[config.mk]
export PLATFORM = sky130hd
export DESIGN_NAME = adc_sample_decimator
export DESIGN_NICKNAME = d
export VERILOG_FILES = /design/src/rtl/adc_sample_decimator.sv
export SDC_FILE = /design/constraint.sdc
export NUM_CORES = 1
export LEC_CHECK = 0
export BUFFER_PORTS_ARGS = -buffer_cell sky130_fd_sc_hd__buf_2
export CAP_MARGIN = 15
export CELL_PAD_IN_SITES_DETAIL_PLACEMENT = 0
export CELL_PAD_IN_SITES_GLOBAL_PLACEMENT = 1
export CORE_ASPECT_RATIO = 1.5
export CORE_MARGIN = 2
export CORE_UTILIZATION = 45
export CTS_BUF_LIST = sky130_fd_sc_hd__clkbuf_8
export CTS_CLUSTER_SIZE = 25
export DETAILED_ROUTE_END_ITERATION = 10
export PLACE_DENSITY_LB_ADDON = 0.1
export RECOVER_POWER = 25
export REMOVE_ABC_BUFFERS = 1
export SYNTH_ARGS = -nofsm -noshare
export SYNTH_HDL_FRONTEND = slang
export SYNTH_SLANG_ARGS = --single-unit
export TNS_END_PERCENT = 20
[constraint.sdc]
create_clock -name clk_i -period 5.6 [get_ports clk_i]
set_clock_uncertainty 0.05 [all_clocks]
set_input_delay 0 -clock clk_i [delete_from_list [all_inputs] [get_ports clk_i]]
set_output_delay 0 -clock clk_i [all_outputs]
set_load 0.1 [all_outputs]
[src/rtl/adc_sample_decimator.sv]
// adc_sample_decimator: boxcar-averages 2^k ADC conversions taken on SAMPLE rising edges
// and queues the averages in a show-ahead FIFO behind a valid/ready port.
module adc_sample_decimator #(
   parameter int NBITS        = 10,
   parameter int DEC_MAX_LOG2 = 4,
   parameter int FIFO_DEPTH   = 4
) (
   input  logic                          clk_i,
   input  logic                          rst_ni,
   input  logic                          en_i,
   input  logic [2:0]                    dec_log2_i,
   input  logic [NBITS-1:0]              adc_data_i,
   input  logic                          adc_sample_i,
   output logic [NBITS-1:0]              out_data_o,
   output logic                          out_valid_o,
   input  logic                          out_ready_i,
   output logic [$clog2(FIFO_DEPTH):0]   level_o,
   output logic                          ovf_o,
   input  logic                          ovf_clr_i
);
   localparam int AW = NBITS + DEC_MAX_LOG2;
   localparam int CW = DEC_MAX_LOG2;
   localparam int PW = $clog2(FIFO_DEPTH);
   localparam int LW = PW + 1;
   typedef enum logic {IDLE, ACC} state_t;
   state_t            r_state, w_state_n;
   logic              r_sample_q, w_evt, w_last, w_push, w_pop, w_full, w_wr;
   logic [AW-1:0]     r_acc, w_sum;
   logic [CW-1:0]     r_cnt;
   logic [CW:0]       w_span;
   logic [2:0]        r_k, w_k;
   logic [NBITS-1:0]  w_res;
   logic [NBITS-1:0]  r_mem [FIFO_DEPTH];
   logic [PW-1:0]     r_wr, r_rd;
   logic [LW-1:0]     r_level;
   logic              r_ovf;
   assign w_evt  = adc_sample_i & ~r_sample_q;
   // The exponent is re-latched only when a window starts (cnt==0).
   assign w_k    = (r_cnt == '0) ? ((dec_log2_i > 3'(DEC_MAX_LOG2)) ? 3'(DEC_MAX_LOG2) : dec_log2_i) : r_k;
   assign w_span = (CW+1)'(1) << w_k;
   assign w_last = r_cnt == CW'(w_span - (CW+1)'(1));
   assign w_sum  = r_acc + AW'(adc_data_i);
   assign w_res  = NBITS'(w_sum >> w_k);
   always_comb begin
      w_state_n = r_state;
      w_push    = 1'b0;
      if (r_state == IDLE)
         w_state_n = en_i ? ACC : IDLE;
      else if (!en_i)
         w_state_n = IDLE;
      else
         w_push = w_evt & w_last;
   end
   always_ff @(posedge clk_i or negedge rst_ni) begin
      if (!rst_ni) begin
         r_state    <= IDLE;
         r_sample_q <= 1'b0;
         r_acc      <= '0;
         r_cnt      <= '0;
         r_k        <= '0;
      end else begin
         r_state    <= w_state_n;
         r_sample_q <= adc_sample_i;
         if (r_state == IDLE || !en_i) begin
            r_acc <= '0;
            r_cnt <= '0;
         end else if (w_evt) begin
            r_k   <= w_k;
            r_acc <= w_last ? '0 : w_sum;
            r_cnt <= w_last ? '0 : r_cnt + CW'(1);
         end
      end
   end
   assign out_valid_o = r_level != '0;
   assign out_data_o  = r_mem[r_rd];
   assign level_o     = r_level;
   assign ovf_o       = r_ovf;
   assign w_pop       = out_valid_o & out_ready_i;
   assign w_full      = r_level == LW'(FIFO_DEPTH);
   // A simultaneous pop frees the slot, so a push into a full FIFO still lands.
   assign w_wr        = w_push & (~w_full | w_pop);
   always_ff @(posedge clk_i or negedge rst_ni) begin
      if (!rst_ni) begin
         r_mem   <= '{default: '0};
         r_wr    <= '0;
         r_rd    <= '0;
         r_level <= '0;
         r_ovf   <= 1'b0;
      end else begin
         if (w_wr) begin
            r_mem[r_wr] <= w_res;
            r_wr        <= r_wr + PW'(1);
         end
         if (w_pop)
            r_rd <= r_rd + PW'(1);
         r_level <= r_level + LW'(w_wr) - LW'(w_pop);
         r_ovf   <= (w_push & w_full & ~w_pop) | (r_ovf & ~ovf_clr_i);
      end
   end
endmodule

==> impl_metrics.env <==
export IMPL_startpoint_type="flip-flop"
export IMPL_cts_root_buf="clkbuf_8"
export IMPL_port_buffers=33
export IMPL_clock_latency_ns=0.36
export IMPL_max_freq_mhz=221
export IMPL_ys_warn_count=0
export IMPL_syn_inst=491
export IMPL_cts_setup_buffers=0
export IMPL_slew_violations=72
export IMPL_drc=0
export IMPL_power_density_nw_per_um2=271
export IMPL_grt_ovfl_total=0
export IMPL_r2r_setup_slack_ns=1.07
export IMPL_final_util_pct=51.0
export IMPL_grt_pass1_vias=4168
export IMPL_cp_required_ns=5.80
export IMPL_finalSetupViolCount=0
export IMPL_stdcell_area_um2=5200
export IMPL_antenna_left=0
export IMPL_rows=45
export IMPL_area_delta_synth_final_pct=9.87
export IMPL_drtIter0Drc=211
export IMPL_slew_headroom_pct=-166
export IMPL_setup_tns_ns=0
export IMPL_dieArea_um2=11400
export IMPL_nets=558
export IMPL_numCtsBuffers=9
export IMPL_clkTransAtPathRegs_ns=0.08
export IMPL_grt_util_all_layers_pct=24.3
export IMPL_initial_utilization_pct=46.4
export IMPL_grt_start_max_net_pins=72
export IMPL_finalWirelength_um=12600
export IMPL_die_w_um=87.7
export IMPL_hold_class="in -> reg"
export IMPL_critical_path_max_fanout=16
export IMPL_vias=4051
export IMPL_fin_crit_ns=4.53
export IMPL_first_pass_iters=4
export IMPL_syn_area_um2=4730
export IMPL_max_cap_violations=1
export IMPL_p_leak_nw=2.30
export IMPL_place_congestion=0.848
export IMPL_clock_path_buffers=2
export IMPL_ir_drop_mv=0.118
export IMPL_synth_edf_count=0
export IMPL_end_kind="flip-flop"
export IMPL_p_sw_mw=0.550
export IMPL_cts_sinks=71
export IMPL_seqPwrFrac_pct=43.8
export IMPL_synth_top_flop_cell="dfrtp_1"
export IMPL_syn_area_per_cell_um2=9.63
export IMPL_fillers=998
export IMPL_antenna_found_initial=0
export IMPL_p_sw_share_pct=39.0
export IMPL_intPower_mw=0.860
export IMPL_rsz0062_at_grt="false"
export IMPL_routed_via_density=6.12
export IMPL_p_comb_share_pct=29.2
export IMPL_cts_resized_gates=0
export IMPL_power_frac_clock_pct=26.9
export IMPL_antenna_cells=0
export IMPL_place_ws_ns=1.06
export IMPL_synthArstFlopShare_pct=100
export IMPL_die_height_um=130
export IMPL_hpwl_um=9340
export IMPL_htreeDepth=3
export IMPL_dpl_cell_area_um2=4960
export IMPL_yosysSeqAreaShare_pct=37.6
export IMPL_violations="capacitance limit, slew limit"
export IMPL_boundaryPins=34
export IMPL_cts_hold_buf=7
export IMPL_layout_drive_gt1_share_pct=15.2
export IMPL_tightest_slew_ns=3.98
export IMPL_synthDistinctLibCells=67
export IMPL_fin_ws_ns=1.07
export IMPL_core_area_um2=10200
export IMPL_finalHoldViolations=0
export IMPL_cts_tree="yes"
export IMPL_critPathKind="reg -> reg"
export IMPL_synth_seq_cells=71
export IMPL_crit_arrival_ns=4.73
export IMPL_grt_pass1_wl_um=21300
export IMPL_fin_crit_sh_pct=81.0
export IMPL_status="finished with violations"
export IMPL_wl_per_cell_um=19.0
-- critical path, stage by stage, from the launching register on --
cell	delay, ns
dfrtp_1	0.46
inv_1	0.09
ha_1	0.18
or3b_1	0.51
a21boi_4	0.46
nand3_1	0.22
ha_1	0.33
xnor2_1	0.12
a21oi_1	0.35
nand2_2	0.16
nor4_4	0.29
inv_1	0.07
ha_1	0.27
inv_1	0.05
ha_1	0.12
inv_1	0.05
fa_1	0.38
xnor2_1	0.15
xnor2_1	0.12
-- layout by cell type (no fill, tap or decap), types with 3 or more instances in the layout --
master         instances
nand3_1               20
nor2_1                30
buf_2                 30
and3_1                 3
o211a_1                5
inv_1                 14
xnor2_1                8
mux2_1                 6
nor3_1                15
mux4_2                11
clkbuf_8              11
o2111ai_1              4
ha_1                  19
dlygate4sd3_1          7
a21oi_1               32
o21ai_0               39
nor2b_1                3
nand2_1               28
or2_2                  5
clkbuf_1               4
a2111oi_0              3
buf_4                  4
o211ai_1              10
nand4_1               10
a22o_1                 7
o31ai_1               11
mux2_2                 5
a211oi_1              11
and2_1                 8
nand2b_1               7
a31oi_1               20
dfrtp_1               71
or3_1                  4
xor2_1                 4
a21o_1                 7
-- per-layer routing --
layer	up-vias	GRT usage (%)	share of wire (%)
met2	95	41.8	53
met1	2009	30.1	42
met5	-	0	0
li1	1926	-	-
met3	21	3.57	3.1
met4	0	9.86	2.3
-- synthesized netlist by cell type, types with 3 or more instances --
| master | number | area [um^2] |
|---|---|---|
| dfrtp_1 | 71 | 1780 |
| o21ai_0 | 39 | 195 |
| a21oi_1 | 32 | 160 |
| nor2_1 | 30 | 113 |
| nand2_1 | 28 | 105 |
| a31oi_1 | 20 | 125 |
| nand3_1 | 20 | 100 |
| ha_1 | 19 | 238 |
| clkbuf_1 | 16 | 60.1 |
| nor3_1 | 15 | 75.1 |
| inv_1 | 14 | 52.6 |
| a211oi_1 | 11 | 82.6 |
| mux4_2 | 11 | 248 |
| o31ai_1 | 11 | 82.6 |
| nand4_1 | 10 | 62.6 |
| o211ai_1 | 10 | 75.1 |
| and2_1 | 8 | 50.1 |
| xnor2_1 | 8 | 70.1 |
| a21o_1 | 7 | 52.6 |
| a22o_1 | 7 | 61.3 |
| nand2b_1 | 7 | 43.8 |
| mux2_1 | 6 | 67.6 |
| buf_4 | 5 | 37.5 |
| mux2_2 | 5 | 56.3 |
| o211a_1 | 5 | 50.1 |
| or2_2 | 5 | 31.3 |
| o2111ai_1 | 4 | 35.0 |
| or3_1 | 4 | 25.0 |
| xor2_1 | 4 | 35.0 |
| a2111oi_0 | 3 | 26.3 |
| and3_1 | 3 | 18.8 |
| buf_1 | 3 | 11.3 |
| buf_2 | 3 | 15.0 |
| nor2b_1 | 3 | 18.8 |
-- per-stage QoR --
step / instances / hold WS, ns / total power [mW]
2_1_floorplan: 462 / -0.346 / 0.927
3_3_place_gp: 641 / 0.0899 / 1.04
3_5_place_dp: 641 / 0.0987 / 1.04
4_1_cts: 662 / 0.128 / 1.42
5_1_grt: 662 / 0.178 / 1.49
6_report: 662 / 0.140 / 1.41
-- kinds of logic (layout without fill, tap and decap cells) --
family	Yosys count	after routing	share of synthesized area (%)
flops	71	71	37.6
simple gates	144	144	16.1
mux	28	28	9.66
xor+xnor	12	12	2.22
fa+ha+maj	21	21	5.87
buf+inv	43	73	4.21
compound gates	172	172	24.3
-- flip-flops by register name (all words and copies together) (netlist names) --
register / flops
r_cnt: 4
ovf_o: 1
r_sample_q: 1
r_rd: 2
r_k: 3
r_mem: 40
r_wr: 2
r_acc: 14
r_state: 1
level_o: 3
-- path summary, 6_finish.rpt --
check,startpoint,endpoint,depth (start not counted)
max in group asynchronous,rst_ni,r_k[1],3
min reg2reg,r_mem[10],r_mem[10],1
max reg2reg,r_cnt[0],level_o[2],18
min,adc_data_i[1],r_acc[1],4
min in group asynchronous,rst_ni,r_mem[30],3
max,r_cnt[0],level_o[2],18
-- area by class of cell --
class                           instances  area, um^2  share of cell area (%)
Timing Repair Buffer                   45         265                    5.10
Multi-Input combinational cell        377        2750                    53.0
Clock inverter                          3        20.0                   0.385
Inverter                               14        52.6                    1.01
Sequential cell                        71        1780                    34.2
Tap cell                              141         176                    3.40
Clock buffer                           11         151                    2.91
-- power groups by stage --
stage          Sequential, mW  Clock, mW  Combinational (mW)
3_5_place_dp            0.631          0               0.410
4_1_cts                 0.621      0.387               0.415
2_1_floorplan           0.688          0               0.239
5_1_grt                 0.629      0.410               0.450
6_report                0.618      0.380               0.412
3_3_place_gp            0.630          0               0.406
(Power assumes the default switching activity.)
